==> config.mk <==
export PLATFORM = sky130hd
export DESIGN_NAME = cnt_sched
export DESIGN_NICKNAME = d
export VERILOG_FILES = /design/src/rtl/cnt_sched.sv
export SDC_FILE = /design/constraint.sdc
export NUM_CORES = 1
export LEC_CHECK = 0
export ABC_AREA = 1
export ABC_CLOCK_PERIOD_IN_PS = 1520
export CAP_MARGIN = 10
export CELL_PAD_IN_SITES_DETAIL_PLACEMENT = 0
export CELL_PAD_IN_SITES_GLOBAL_PLACEMENT = 2
export CORE_UTILIZATION = 19
export CTS_CLUSTER_DIAMETER = 30
export DETAILED_ROUTE_END_ITERATION = 6
export GPL_TIMING_DRIVEN = 0
export PLACE_DENSITY = 0.81
export SYNTH_ARGS = -nofsm -noshare
export SYNTH_HDL_FRONTEND = slang
export SYNTH_SLANG_ARGS = --single-unit
==> constraint.sdc <==
create_clock -name clk -period 1.52 [get_ports clk]
set_input_delay 0.304 -clock clk [delete_from_list [all_inputs] [get_ports clk]]
set_output_delay 0.304 -clock clk [all_outputs]
set_load 0.03 [all_outputs]
==> src/rtl/cnt_sched.sv <==
// Round-robin command scheduler that sequences the latch/decrement/halve counter for two requesters.
// Optional abort support (abort / done_aborted ports) is compiled in when CNT_SCHED_ABORT_EN is defined.
module cnt_sched #(
    parameter int DW = 8,
    parameter int SW = 4
) (
    input  logic          clk,
    input  logic          rst,
    input  logic          a_valid,
    output logic          a_ready,
    input  logic          a_op,
    input  logic [DW-1:0] a_val,
    input  logic [SW-1:0] a_steps,
    input  logic          b_valid,
    output logic          b_ready,
    input  logic          b_op,
    input  logic [DW-1:0] b_val,
    input  logic [SW-1:0] b_steps,
    output logic          busy,
    output logic          done,
    output logic          done_id,
    output logic [DW-1:0] result,
    output logic [DW-1:0] cnt_in,
    output logic          cnt_latch,
    output logic          cnt_dec,
    output logic          cnt_div,
    input  logic [DW-1:0] cnt_count
`ifdef CNT_SCHED_ABORT_EN
    ,
    input  logic          abort,
    output logic          done_aborted
`endif
);

    typedef enum logic [1:0] {
        ST_IDLE = 2'd0,
        ST_LOAD = 2'd1,
        ST_RUN  = 2'd2,
        ST_DONE = 2'd3
    } state_t;

    localparam logic          OP_HALVE = 1'b1;
    localparam logic [SW-1:0] STEP_ONE = {{(SW-1){1'b0}}, 1'b1};

    state_t        state_r;
    state_t        state_next_s;
    logic          last_r;
    logic          op_r;
    logic          id_r;
    logic [SW-1:0] steps_rem_r;
    logic [DW-1:0] cnt_in_r;
    logic          busy_r;
    logic          done_r;
    logic          done_id_r;
    logic [DW-1:0] result_r;

    logic          grant_a_s;
    logic          grant_b_s;
    logic          accept_s;
    logic          sel_id_s;
    logic          sel_op_s;
    logic [DW-1:0] sel_val_s;
    logic [SW-1:0] sel_steps_s;
    logic          latch_s;
    logic          dec_s;
    logic          div_s;
    logic          abort_s;

`ifdef CNT_SCHED_ABORT_EN
    logic          done_aborted_r;

    assign abort_s      = abort;
    assign done_aborted = done_aborted_r;
`else
    assign abort_s      = 1'b0;
`endif

    // Round-robin grant: on a tie the requester not served last wins.
    always_comb begin
        grant_a_s = 1'b0;
        grant_b_s = 1'b0;
        if (!rst && (state_r == ST_IDLE)) begin
            if (a_valid && b_valid) begin
                grant_a_s = last_r;
                grant_b_s = !last_r;
            end else begin
                grant_a_s = a_valid;
                grant_b_s = b_valid;
            end
        end else begin
            grant_a_s = 1'b0;
            grant_b_s = 1'b0;
        end
    end

    assign accept_s = grant_a_s | grant_b_s;

    // Payload of the granted requester.
    always_comb begin
        sel_id_s    = 1'b0;
        sel_op_s    = a_op;
        sel_val_s   = a_val;
        sel_steps_s = a_steps;
        if (grant_b_s) begin
            sel_id_s    = 1'b1;
            sel_op_s    = b_op;
            sel_val_s   = b_val;
            sel_steps_s = b_steps;
        end else begin
            sel_id_s    = 1'b0;
        end
    end

    // Next-state and counter strobes; an abort suppresses the strobe of its cycle.
    always_comb begin
        state_next_s = state_r;
        latch_s      = 1'b0;
        dec_s        = 1'b0;
        div_s        = 1'b0;
        case (state_r)
            ST_IDLE: begin
                if (accept_s) begin
                    state_next_s = ST_LOAD;
                end else begin
                    state_next_s = ST_IDLE;
                end
            end
            ST_LOAD: begin
                if (abort_s) begin
                    state_next_s = ST_DONE;
                end else begin
                    latch_s      = 1'b1;
                    state_next_s = ST_RUN;
                end
            end
            ST_RUN: begin
                if (abort_s) begin
                    state_next_s = ST_DONE;
                end else if (op_r == OP_HALVE) begin
                    if (steps_rem_r != '0) begin
                        div_s = 1'b1;
                    end else begin
                        state_next_s = ST_DONE;
                    end
                end else begin
                    // Never decrement at zero so the counter's sticky zero flag stays clear.
                    if (cnt_count != '0) begin
                        dec_s = 1'b1;
                    end else begin
                        state_next_s = ST_DONE;
                    end
                end
            end
            ST_DONE: begin
                state_next_s = ST_IDLE;
            end
            default: begin
                state_next_s = ST_IDLE;
            end
        endcase
    end

    // State, captured command and registered status outputs.
    always_ff @(posedge clk) begin
        if (rst) begin
            state_r     <= ST_IDLE;
            last_r      <= 1'b1;
            op_r        <= 1'b0;
            id_r        <= 1'b0;
            steps_rem_r <= '0;
            cnt_in_r    <= '0;
            busy_r      <= 1'b0;
            done_r      <= 1'b0;
            done_id_r   <= 1'b0;
            result_r    <= '0;
        end else begin
            state_r <= state_next_s;
            busy_r  <= (state_next_s != ST_IDLE);
            done_r  <= (state_next_s == ST_DONE);
            if (accept_s) begin
                op_r        <= sel_op_s;
                id_r        <= sel_id_s;
                last_r      <= sel_id_s;
                steps_rem_r <= sel_steps_s;
                cnt_in_r    <= sel_val_s;
            end else if (div_s) begin
                steps_rem_r <= steps_rem_r - STEP_ONE;
            end
            // No strobe fires in the exit cycle, so this count equals the one seen during DONE.
            if (state_next_s == ST_DONE) begin
                done_id_r <= id_r;
                result_r  <= cnt_count;
            end
        end
    end

`ifdef CNT_SCHED_ABORT_EN
    // Flags completions caused by abort rather than by the natural end of RUN.
    always_ff @(posedge clk) begin
        if (rst) begin
            done_aborted_r <= 1'b0;
        end else if (state_next_s == ST_DONE) begin
            done_aborted_r <= abort_s;
        end else begin
            done_aborted_r <= done_aborted_r;
        end
    end
`endif

    assign a_ready   = grant_a_s;
    assign b_ready   = grant_b_s;
    assign busy      = busy_r;
    assign done      = done_r;
    assign done_id   = done_id_r;
    assign result    = result_r;
    assign cnt_in    = cnt_in_r;
    assign cnt_latch = latch_s;
    assign cnt_dec   = dec_s;
    assign cnt_div   = div_s;

endmodule
==> reports/summary.txt <==
Hold Buf Count CTS: 0
Max IR drop VDD: 0.0004082 V
GRT Resource Usage Total: 0.1219
core area: 7331 sq um
CTS tree: yes
violated checks: negative setup slack
CP dominant cell by count: inv_2
fillers: 773
Final setup viols: 25
outcome: complete, but fails checks
Tcrit/Tclk final: 1.124
Synth area leader: dfxtp_1
root buf cell: clkbuf_8
cts bufs inserted: 3
skew final: 0.004581 ns
1st-pass router iterations: 4
CP endpoint kind: output pin
crit path kind: reg -> out
vias in the first global route: 1,608
Hold WS: 0.4738 ns
FMAX: 0.5854 GHz
Worst slew margin: 0.6191
share of cells above drive strength 1: 0.3560
Hold Fails Final Rpt: 0
count of cell types in the netlist: 29
initial antenna violation count: 0
RSZ-0062 raised after global routing: yes
gr ovfl total: 0
vias: 1,652
largest net degree at the start of global routing: 16
fin nets: 352
synthesized net count: 255
CP Launch Type: flip-flop
Clock Path Buffers: 2
Top delay family on crit path: buffers and inverters
global-route wire length before repair: 7355 microns
LEAKAGE: 1.390 nW
Commonest cells post-synth: nand2_1 (59), inv_1 (33), dfxtp_1 (28)
Post-Route WL: 4784 microns
DR iter-0 viols: 35
Mapped Avg Cell Area: 6.843 sq um
ys flop type: dfxtp_1
clock sink count: 28
Synth top area share: 0.3845
Crit-path slowest cell: dfxtp_2
pwr dens: 826.0 nW/um^2
Max stage delay on crit path: 0.34 ns
Ys Warns: 0
full die area: 8026 sq um
Worst-Skew Late Latency: 0.28 ns
GP Congestion: 0.6853
Worst-Margin Slew: 0.5714 ns
Hold Crit Class: in -> reg
largest cells by area after synthesis: dfxtp_1 (38%), nand2_1 (15%), inv_1 (8.5%)
Slew Limit Fails: 0
Synth Register Bits: 28
IO Port Bufs: 61
dominant cell by count in the synthesized netlist: nand2_1
post-synthesis sequential area ratio: 0.3845
area grow syn2layout: 93.73%
Final WS setup: -0.1882 ns
Post-synth ARST share: 0
ant diodes: 0
H-tree depth: 1
CP required: 1.22 ns
I/O Pins: 62
CTS clock-pin slew for the worst setup and hold paths: 0.10 ns
Buffers & Inverters on Critical Path: 5
Wirelength per Cell: 11.73 microns
FF-to-FF Start: state_r[1]$_SDFF_PP0_
number of synthesized flops with an enable pin: 0
Routed Antenna Nets: 0
MaxCap Viol Count: 0
critical path, cell by cell: inv_2 > ha_4 > inv_2 > nor2_4 > nand3_4 > inv_4 > buf_8 > buf_6
Hold Crit Start: cnt_count[0]
Gate Count Post-Synth: 213
initial core utilization: 0.1988
die width: 89.59 microns
Worst Path Arrival: 1.40 ns
DPL Wire Length: 3013 microns
Rows: 31
DR DRC count: 0
Vias/cell: 4.049
Synth Cell Area: 1458 sq um
Max FO, Critical Path: 2
min Tclk post-route: 1.708 ns
Total Power: 2.333 mW
Critical Path Source: state_r[1]$_SDFF_PP0_
Die H: 89.59 microns
==> stage by stage <==
| stage | instance area, sq um | TNS [ns] | utilization | cells | worst slack [ns] |
|---|---|---|---|---|---|
| final | 2824 | -1.823 | 0.3852 | 408 | -0.1882 |
| after global routing | 2824 | -4.779 | 0.3852 | 408 | -0.2670 |
| after CTS | 2600 | -2.791 | 0.3547 | 406 | -0.1920 |
| after detailed placement | 2192 | -13.40 | 0.2990 | 373 | -1.120 |
| after global placement | 2192 | -13.44 | 0.2990 | 373 | -1.125 |
| after floorplan | 1458 | 0 | - | 213 | 0.02422 |
==> logic make-up after synthesis <==
group / synth area share
buffers and inverters: 0.1365
and+or+nand+nor: 0.3356
DFF: 0.3846
adders and majority gates: 0.03434
AOI/OAI and AO/OA: 0.1090
==> flip-flops by register name (all words and copies together), names as in the netlist <==
| register | cells |
|---|---|
| cnt_in | 8 |
| last_r | 1 |
| steps_rem_r | 4 |
| op_r | 1 |
| result | 8 |
| id_r | 1 |
| state_r | 2 |
| done | 1 |
| done_id | 1 |
| busy | 1 |
==> final timing paths <==
kind,end,slack [ns],cells after the start
max,b_ready,-0.19,8
min reg2reg,result[3]$_SDFFE_PP0N_,0.48,2
max reg2reg,result[3]$_SDFFE_PP0N_,-0.11,13
min,result[0]$_SDFFE_PP0N_,0.47,5
==> power breakdown <==
| part | internal (mW) | leakage, nW | total (mW) | switching (mW) |
|---|---|---|---|---|
| Sequential | 0.804 | 0.231 | 0.852 | 0.0475 |
| Clock | 0.233 | 0.0288 | 0.486 | 0.254 |
| Combinational | 0.472 | 1.13 | 0.994 | 0.522 |
| Total | 1.51 | 1.39 | 2.33 | 0.823 |
==> routing by layer <==
metal  vias up  global-route usage  routed length, microns
met5         -                   0                       0
met4         0             0.04618                      72
met3         5             0.01828                     142
met2        28              0.2218                    2529
met1       763              0.1440                    2039
li1        856                   -                       -
==> tightest hold or removal path: cells and delay by family <==
kind / cells / cell delay (ns)
and+or+nand+nor: 3 / 0.17
buffers and inverters: 2 / 0.25
==> layout make-up <==
cell class | instances | area (sq um) | area share
Multi-Input combinational cell | 141 | 954.7 | 0.3381
Timing Repair Buffer | 92 | 879.6 | 0.3115
Clock buffer | 4 | 55.05 | 0.01949
Sequential cell | 28 | 565.5 | 0.2003
Tap cell | 99 | 123.9 | 0.04386
Inverter | 36 | 155.1 | 0.05494
Buffer | 8 | 90.09 | 0.03190
==> timing repair <==
| action | in CTS | in global routing |
|---|---|---|
| gates resized for setup | 96 | 59 |
| cloned | 2 | 0 |
| pin swaps | 15 | 12 |
| hold endpoints to repair | 0 | 0 |
| setup endpoints to repair | 50 | 29 |
| setup buffers | 28 | 3 |
==> layout by cell type (no fill, tap or decap), drive strengths merged <==
cell type and n:
clkdlybuf4s50 28, a22oi 1, buf 42, clkinv 1, ha 4, o211ai 1, nor2 22, clkbuf 6
o31ai 1, dlygate4sd2 28, a31oi 1, inv 35, nand2 62, nor3 2, o21ai 8, a21oi 15
dfxtp 28, nand3 24
Note: power is estimated with default switching activity, not from simulation.
